==> config.mk <==
export PLATFORM = sky130hd
export DESIGN_NAME = rotate_ctrl
export DESIGN_NICKNAME = d
export VERILOG_FILES = /design/src/rtl/rotate_pkg.sv /design/src/rtl/rotate_watchdog.sv /design/src/rtl/rotate_ctrl.sv
export SDC_FILE = /design/constraint.sdc
export NUM_CORES = 1
export LEC_CHECK = 0
export ABC_AREA = 1
export BUFFER_PORTS_ARGS = -buffer_cell sky130_fd_sc_hd__clkbuf_2
export CAP_MARGIN = 0
export CORE_MARGIN = 2
export CORE_UTILIZATION = 34
export CTS_CLUSTER_SIZE = 25
export DETAILED_ROUTE_END_ITERATION = 8
export SYNTH_ARGS = -nofsm -noshare
export SYNTH_HDL_FRONTEND = slang
export SYNTH_HIERARCHICAL = 1
export SYNTH_SLANG_ARGS = --single-unit
==> constraint.sdc <==
create_clock -name clk -period 1.98 [get_ports clk]
set_clock_uncertainty 0.2 [all_clocks]
set_input_delay 0.198 -clock clk [delete_from_list [all_inputs] [get_ports clk]]
set_output_delay 0.198 -clock clk [all_outputs]
set_load 0.02 [all_outputs]
==> src/rtl/rotate_pkg.sv <==
// Shared types and constants for the Keccak rho lane-rotation controller.
package rotate_pkg;

  localparam int unsigned LANES   = 25;
  localparam int unsigned MAX_ROT = 63;
  localparam int unsigned WD_W    = 7;

  typedef enum logic [2:0] {
    IDLE   = 3'd0,
    INIT   = 3'd1,
    LOAD   = 3'd2,
    ROTATE = 3'd3,
    NEXT   = 3'd4,
    FINISH = 3'd5,
    ERROR  = 3'd6
  } state_e;

endpackage

==> src/rtl/rotate_watchdog.sv <==
// Per-lane ROTATE cycle counter; flags the last legal rotate cycle of a lane.
module rotate_watchdog
  import rotate_pkg::*;
(
  input  logic clk,
  input  logic rst,
  input  logic clr,
  input  logic en,
  output logic limit_c
);

  if ((2 ** WD_W) <= (MAX_ROT + 1)) begin : g_wd_too_narrow
    $error("rotate_watchdog: WD_W too small for MAX_ROT");
  end

  logic [WD_W-1:0] wd_q;
  logic [WD_W-1:0] wd_d;

  always_comb begin
    wd_d = wd_q;
    if (clr) begin
      wd_d = '0;
    end else if (en) begin
      wd_d = wd_q + WD_W'(1);
    end
  end

  always_ff @(posedge clk or posedge rst) begin
    if (rst) begin
      wd_q <= '0;
    end else begin
      wd_q <= wd_d;
    end
  end

  // wd_q counts earlier rotate cycles, so this is rotate cycle MAX_ROT+1
  assign limit_c = (wd_q == WD_W'(MAX_ROT));

endmodule

==> src/rtl/rotate_ctrl.sv <==
// Sequencer for the rho rotate datapath: one 25-lane pass per start, with a
// per-lane watchdog that parks the controller in ERROR on a stuck rotator.
module rotate_ctrl
  import rotate_pkg::*;
(
  input  logic clk,
  input  logic rst,
  input  logic start,
  output logic ready,
  output logic busy,
  output logic done,
  output logic err,
  input  logic idx_last,
  input  logic ended,
  output logic idx_rst,
  output logic cnt,
  output logic r_rst,
  output logic r_ld,
  output logic c_ld,
  output logic shift,
  output logic r_cnt,
  output logic lane_we
);

  state_e     state_q, state_d;
  logic       ready_q, ready_d;
  logic       busy_q, busy_d;
  logic       done_q, done_d;
  logic       err_q, err_d;
  logic       idx_rst_q, idx_rst_d;
  logic       r_rst_q, r_rst_d;
  logic       r_ld_q, r_ld_d;
  logic       c_ld_q, c_ld_d;
  logic       lane_we_q, lane_we_d;
  logic [4:0] lane_cnt_q, lane_cnt_d;
  logic       wd_limit_c;

  rotate_watchdog u_wd (
    .clk     (clk),
    .rst     (rst),
    .clr     (state_q == LOAD),
    .en      (state_q == ROTATE),
    .limit_c (wd_limit_c)
  );

  // Next state, plus registered outputs decoded from the state being entered
  always_comb begin
    state_d    = state_q;
    lane_cnt_d = lane_cnt_q;
    case (state_q)
      IDLE, ERROR: if (start) state_d = INIT;
      INIT:        state_d = LOAD;
      LOAD:        state_d = ROTATE;
      ROTATE: begin
        if (ended) begin
          state_d = NEXT;
        end else if (wd_limit_c) begin
          state_d = ERROR;
        end
      end
      NEXT:        state_d = idx_last ? FINISH : LOAD;
      FINISH:      state_d = IDLE;
      default:     state_d = IDLE;
    endcase

    if (state_q == INIT) begin
      lane_cnt_d = '0;
    end else if (state_q == NEXT) begin
      lane_cnt_d = lane_cnt_q + 5'(1);
    end

    ready_d   = (state_d == IDLE) || (state_d == ERROR);
    busy_d    = state_d inside {INIT, LOAD, ROTATE, NEXT};
    done_d    = (state_d == FINISH);
    err_d     = (state_d == ERROR);
    idx_rst_d = (state_d == INIT);
    r_rst_d   = (state_d == INIT);
    r_ld_d    = (state_d == LOAD);
    c_ld_d    = (state_d == LOAD);
    lane_we_d = (state_d == NEXT);
  end

  always_ff @(posedge clk or posedge rst) begin
    if (rst) begin
      state_q    <= IDLE;
      ready_q    <= 1'b1;
      busy_q     <= 1'b0;
      done_q     <= 1'b0;
      err_q      <= 1'b0;
      idx_rst_q  <= 1'b0;
      r_rst_q    <= 1'b0;
      r_ld_q     <= 1'b0;
      c_ld_q     <= 1'b0;
      lane_we_q  <= 1'b0;
      lane_cnt_q <= '0;
    end else begin
      state_q    <= state_d;
      ready_q    <= ready_d;
      busy_q     <= busy_d;
      done_q     <= done_d;
      err_q      <= err_d;
      idx_rst_q  <= idx_rst_d;
      r_rst_q    <= r_rst_d;
      r_ld_q     <= r_ld_d;
      c_ld_q     <= c_ld_d;
      lane_we_q  <= lane_we_d;
      lane_cnt_q <= lane_cnt_d;
    end
  end

  // A completed pass must have written back every lane
  always_ff @(posedge clk) begin
    if (!rst && state_q == FINISH) begin
      assert (lane_cnt_q == 5'(LANES));
    end
  end

  assign ready   = ready_q;
  assign busy    = busy_q;
  assign done    = done_q;
  assign err     = err_q;
  assign idx_rst = idx_rst_q;
  assign r_rst   = r_rst_q;
  assign r_ld    = r_ld_q;
  assign c_ld    = c_ld_q;
  assign lane_we = lane_we_q;

  // These follow live datapath status within the current state
  assign shift = (state_q == ROTATE) && !ended;
  assign r_cnt = (state_q == ROTATE) && !ended;
  assign cnt   = (state_q == NEXT) && !idx_last;

endmodule
==> results.json, run 1 <==
{
  "status": "finished, final reports clean",
  "yosysTopAreaCellShare_pct": 44.8,
  "place_area_um2": 988,
  "seq_power_share_pct": 35.2,
  "dp_cells": 156,
  "ant_nets": 0,
  "post-route-period-util_pct": 90.5,
  "crit_chain": "ha_1 > nand2_2 > nor4_4 > nor2_1 > nand2_1 > nand3_1 > nor2_2 > nand3_1 > nand2_1 > inv_1",
  "synth_warnings": 6,
  "syn_inst": 113,
  "switching_power_uw": 742,
  "r2r_slack_ns": 0.19,
  "clock.fmax_ghz": 0.558,
  "synthAdderAreaFrac_pct": 1.40,
  "synth_edf_count": 0,
  "dp_hpwl_um": 1350,
  "drive_gt1_share_pct": 27.2,
  "cts.sinks": 17,
  "grt_overflow": 0,
  "syn_area_um2": 893,
  "row_count": 18,
  "power.total_mw": 1.57,
  "clockPowerShare_pct": 12.0,
  "synth_top_cell_by_area": "dfrtp_1",
  "max_stage_delay_ns": 0.40,
  "synth_compound_area_share_pct": 4.90,
  "synth_top_family_by_area": "simple AND/OR/NAND/NOR gates",
  "tightest_slew_ns": 0.389,
  "cts-buffers-inserted": 3,
  "swShare_pct": 47.2,
  "synth_cell_types": 22,
  "p_comb_share_pct": 52.8,
  "via_per_inst": 4.67,
  "hold_class": "input pin to flop",
  "endpoint": "busy",
  "ys_seq_area_share_pct": 47.8,
  "track_usage_pct": 12.7,
  "cts_max_path_buffers": 2,
  "cts_max_level": 1,
  "vias": 776,
  "grt_max_degree": 11,
  "cp.arrival_ns": 1.80,
  "avgSynthCellArea_um2": 7.91,
  "ff_latch_area_um2": 427,
  "fin_nets": 143,
  "wl_per_cell_um": 10.5,
  "synth_xor_area_share_pct": 0.980,
  "timing.final.ws_setup_ns": 0.188,
  "antenna_found_initial": 0,
  "drtIter0Drc": 24,
  "gp_congestion": 0.786,
  "reg2reg_to": "busy",
  "slew_violations": 0,
  "cp_data_required_time_ns": 1.99,
  "port_buffers": 16,
  "die_area_um2": 3050,
  "root_buffer": "clkbuf_4",
  "rsz0062_at_grt": "false",
  "final_cells": 166,
  "setup_viol": 0,
  "route.detailed.drc": 0,
  "drtPass1Iterations": 4,
  "p_leak_nw": 0.593,
  "slew_headroom_pct": 74.1,
  "worstReg2RegStart": "u_wd/wd_q[1]",
  "synthFlopType": "dfrtp_1",
  "diodes": 0,
  "internal_power_uw": 830,
  "pin_count": 17,
  "ys_seq_elements": 17,
  "post-route-min-period_ns": 1.79,
  "start_util_pct": 36.1,
  "r2r_cells": 10,
  "synth_area_leaders": "dfrtp_1 (45%), inv_1 (9.2%), nand2_1 (8.4%)",
  "crit_type": "flop to flop",
  "fin_area_um2": 1080,
  "clock_latency_ns": 0.30,
  "die_w_um": 55.3,
  "critPathMaxFanout": 4,
  "fin_setup_tns_ns": 0,
  "vdd_drop_max_mv": 0.886,
  "syn_nets": 119,
  "die_h_um": 55.3,
  "power_density_nw_per_um2": 1450,
  "async_flop_share_pct": 100,
  "cts_tree": "yes",
  "totalWireLength_um": 1750,
  "place_ws_ns": 0.0193,
  "syn_to_final_growth_pct": 21.3,
  "grt_pass1_wl_um": 3090,
  "yosysMostFrequentCell": "inv_1",
  "startpoint": "u_wd/wd_q[1]",
  "worst_setup_path_start_kind": "flop",
  "fill_cells": 265,
  "yosys.area_share.simple_pct": 32.8,
  "netlist_top_cells_count": "inv_1 (22), nand2_1 (20), dfrtp_1 (16), nor2_1 (15), nand3_1 (11)",
  "core_um2": 2480,
  "slowest_stage": "dfrtp_1",
  "finalHoldViolations": 0,
  "multi_input_area_um2": 373,
  "path_clk_slew_ns": 0.10,
  "grt_pass1_vias": 745,
  "end_kind": "flop",
  "max-cap-violations": 0,
  "synth.area.mux_share_pct": 0
}
registers in the layout (all words and copies together), names as in the netlist:
name       count
u_wd/wd_q      7
state_q        3
busy           1
c_ld           1
done           1
err            1
lane_we        1
r_rst          1
ready          1
routing by layer:
metal | part of all wire, % | vias to the layer above | track usage [%]
met5 | 0 | - | 0
met4 | 1.1 | 0 | 4.18
met3 | 4.6 | 4 | 4.68
met2 | 52 | 16 | 22.3
met1 | 43 | 364 | 14.2
li1 | - | 392 | -
metrics by stage:
| stage | utilization, % | hold WS [ns] |
|---|---|---|
| after CTS | 42.5 | 0.0777 |
| final | 43.7 | 0.0897 |
| after floorplan | - | -0.199 |
| after global routing | 43.7 | 0.122 |
| after detailed placement | 39.9 | -0.0544 |
| after global placement | 39.9 | -0.0509 |
power by group through the flow:
| stage | Clock (mW) | Combinational, mW | Sequential (mW) |
|---|---|---|---|
| after floorplan | 0 | 0.570 | 0.602 |
| after global placement | 0 | 0.770 | 0.557 |
| after detailed placement | 0 | 0.779 | 0.560 |
| after CTS | 0.204 | 0.784 | 0.555 |
| after global routing | 0.212 | 0.937 | 0.567 |
| final | 0.188 | 0.830 | 0.553 |
layout make-up:
cell class,count,share of cell area [%]
Clock inverter,1,0.462
Timing Repair Buffer,22,12.2
Clock buffer,3,2.08
Multi-Input combinational cell,70,34.4
Sequential cell,17,39.4
Inverter,23,7.97
Tap cell,30,3.46
how the worst min path moves through the flow:
stage | from | to | slack [ns] | cells after the start
floorplan | rst | u_wd/wd_q[0] | -0.20 | 1
finish | ended | state_q[1] | 0.09 | 4
global placement | rst | u_wd/wd_q[3] | -0.05 | 2
CTS | ended | state_q[1] | 0.08 | 4
global route | ended | state_q[1] | 0.12 | 4
detailed placement | rst | u_wd/wd_q[4] | -0.05 | 2
cell families (layout without fill, tap and decap cells):
logic type | count (synthesis) | in the layout
DFF | 17 | 17
adders and majority gates | 1 | 1
buffers and inverters | 26 | 49
AOI/OAI and AO/OA | 8 | 8
and+or+nand+nor | 60 | 60
xor gates and xnor gates | 1 | 1
layout by cell type (no fill, tap or decap), drive strengths merged:
master,count
nand3,12
clkinv,1
dfstp,1
inv,23
nand2,22
nor4,1
xnor2,1
o21ai,4
buf,3
nand4,3
clkbuf,19
ha,1
a21oi,4
dlygate4sd3,3
dfrtp,16
nor3,1
nor2,21
worst max-delay path, delay by kind of cell, from the launching register on:
kind | cells | cell delay (ns)
buffers and inverters | 1 | 0.03
flip-flops | 1 | 0.40
adder cells (fa/ha/maj) | 1 | 0.20
AND/OR/NAND/NOR | 8 | 0.88
timing repair:
action	CTS	global route
resized for setup	1	1
hold endpoints to repair	19	0
setup buffers	0	3
hold buffers	3	0
endpoints found under the setup margin	1	7
pin swaps	0	3
No activity file was read; power rests on OpenSTA's default activity.
==> inputs of run 2 (changes only) <==
Settings changed: ABC_AREA 1 to default.
==> results.json, run 2 <==
{
  "status": "finished, final reports clean",
  "crit_chain": "ha_1 > nor3b_2 > o21ai_0 > a2bb2oi_2 > o21ai_0 > nor3b_2",
  "vias": 629,
  "worst_setup_path_start_kind": "flop",
  "end_kind": "flop",
  "clock.fmax_ghz": 0.551,
  "power_density_nw_per_um2": 1450,
  "syn_nets": 88,
  "critPathMaxFanout": 4,
  "synth_area_leaders": "dfrtp_1 (46%), nor2_1 (4.3%), buf_4 (3.5%)",
  "grt_pass1_vias": 597,
  "rsz0062_at_grt": "false",
  "yosysTopAreaCellShare_pct": 46.2,
  "slew_headroom_pct": 74.2,
  "drtPass1Iterations": 4,
  "p_leak_nw": 0.510,
  "regMostFlops": "u_wd/wd_q",
  "hold_class": "input pin to flop",
  "drtIter0Drc": 14,
  "synth_cell_types": 33,
  "avgSynthCellArea_um2": 10.6,
  "grt-busiest-layer": "met2",
  "track_usage_pct": 12.7,
  "synthFlopType": "dfrtp_1",
  "synth_warnings": 6,
  "use_met3_pct": 4.92,
  "layout_common_cells": "dfrtp_1 (16), clkbuf_2 (15), nor2_1 (9), nand2_1 (5)",
  "max_stage_delay_ns": 0.42,
  "holdWs_ns": 0.00292,
  "diodes": 0,
  "layout_commonest_cell": "dfrtp_1",
  "syn_inst": 82,
  "crit_type": "flop to flop",
  "row_count": 18,
  "post-route-period-util_pct": 91.6,
  "async_flop_share_pct": 100,
  "cts_max_level": 1,
  "vdd_drop_max_mv": 0.716,
  "antenna_found_initial": 0,
  "slowest_stage": "dfrtp_1",
  "root_buffer": "clkbuf_4",
  "use_met2_pct": 21.9,
  "post-route-min-period_ns": 1.81,
  "path_clk_slew_ns": 0.10,
  "gp_congestion": 0.755,
  "via_per_inst": 4.77,
  "yosysMostFrequentCell": "dfrtp_1",
  "reg.largest.list": "u_wd/wd_q x7, state_q x3",
  "grt_pass1_wl_um": 2660,
  "fin_setup_tns_ns": 0,
  "port_buffers": 16,
  "wl_per_cell_um": 11.9,
  "fill_cells": 239,
  "finalHoldViolations": 0,
  "ys_seq_area_share_pct": 49.3,
  "die_w_um": 54.5,
  "synth_edf_count": 0,
  "dp_hpwl_um": 1200,
  "grt_max_degree": 11,
  "route.detailed.drc": 0,
  "synth_top_cell_by_area": "dfrtp_1",
  "ant_nets": 0,
  "die_h_um": 54.5,
  "totalWireLength_um": 1580,
  "max-cap-violations": 0,
  "core_um2": 2450,
  "slew_violations": 0,
  "grt_overflow": 0,
  "cts_tree": "yes",
  "cp_data_required_time_ns": 2.02,
  "tightest_slew_ns": 0.387,
  "ys_seq_elements": 17,
  "largest_reg_flops": 7,
  "cts_max_path_buffers": 2,
  "start_util_pct": 35.3,
  "fin_nets": 109,
  "netlist_top_cells_count": "dfrtp_1 (16), nor2_1 (10), nand2_1 (5)",
  "cts.sinks": 17,
  "drive_gt1_share_pct": 37.3,
  "cp.arrival_ns": 1.85,
  "setup_viol": 0,
  "clock_latency_ns": 0.30,
  "grt.met1_usage_pct": 14.9,
  "die_area_um2": 2970,
  "syn_to_final_growth_pct": 19.5,
  "syn_area_um2": 866,
  "cts-buffers-inserted": 3,
  "pin_count": 17
}
==> run 2: cell types whose count changed after synthesis, sizes merged, moves of 2 or more <==
cell / change
nand3: -12
xor2: +3
mux2i: +2
or3: +2
inv: -18
nor2: -11
nand2: -17
nor3b: +3
buf: +2
o21bai: +2
nand2b: +2
nor2b: +3
nor3: +2
==> run 2: what timing repair did <==
item	CTS	global route
setup buffers	0	0
hold buffers	1	0
pin swaps	0	0
setup endpoints to repair	2	5
endpoints found under the hold margin	17	0
resized for setup	1	6
==> run 2: final timing paths <==
kind	slack [ns]	endpoint	from	cells past startpoint
setup / recovery	0.17	ready	u_wd/wd_q[0]	6
hold / removal	0.003	done	idx_last	2
setup reg to reg	0.17	ready	u_wd/wd_q[0]	6
hold reg to reg	0.37	u_wd/wd_q[5]	u_wd/wd_q[5]	2
max in group asynchronous	1.06	ready	rst	3
min in group asynchronous	0.16	u_wd/wd_q[5]	rst	3
==> run 2: area by class of cell <==
cell class / instances / area, um2 / area share [%]
clock buffers: 3 / 22.5 / 2.18
clock inverters: 1 / 5.00 / 0.484
inverters: 5 / 18.8 / 1.81
multi-input cells: 55 / 404 / 39.1
flip-flops and latches: 17 / 427 / 41.2
well taps: 30 / 37.5 / 3.63
repair buffers: 21 / 120 / 11.6
==> run 2: routing by layer <==
metal | share of wire [%] | up-vias
li1 | - | 321
met1 | 45 | 296
met2 | 50 | 12
met3 | 4.7 | 0
met4 | 0 | 0
met5 | 0 | -
==> run 2: metrics by stage <==
step	cells	setup slack [ns]	util, %	area, um2	total power, mW
after CTS	132	0.0404	41.4	1020	1.49
final	132	0.166	42.2	1030	1.50
after global placement	127	0.125	39.9	978	1.28
after floorplan	82	0.0283	-	866	1.11
after detailed placement	127	0.0712	39.9	978	1.30
after global routing	132	0.0124	42.2	1030	1.63
==> run 2: cell families (layout without fill, tap and decap cells) <==
| kind of cell | Yosys count | count (layout) | synth area share [%] |
|---|---|---|---|
| AND/OR/NAND/NOR | 34 | 34 | 24.3 |
| multiplexers | 2 | 2 | 2.31 |
| buffers and inverters | 10 | 30 | 6.21 |
| flip-flops | 17 | 17 | 49.3 |
| adder cells (fa/ha/maj) | 1 | 1 | 1.44 |
| AO/OA/AOI/OAI | 14 | 14 | 12.4 |
| XOR/XNOR | 4 | 4 | 4.05 |
==> run 2: critical path: cells and delay by family, from the launching register on <==
kind | cells | cell delay [ns]
adders and majority gates | 1 | 0.24
and+or+nand+nor | 2 | 0.32
DFF | 1 | 0.42
AOI/OAI and AO/OA | 3 | 0.57
==> run 2: power breakdown <==
| group | leakage [nW] | internal (mW) | total [mW] | switching (mW) |
|---|---|---|---|---|
| Combinational | 0.271 | 0.342 | 0.783 | 0.441 |
| Sequential | 0.221 | 0.452 | 0.532 | 0.0798 |
| Clock | 0.0177 | 0.0752 | 0.185 | 0.110 |
| Total | 0.510 | 0.870 | 1.50 | 0.631 |
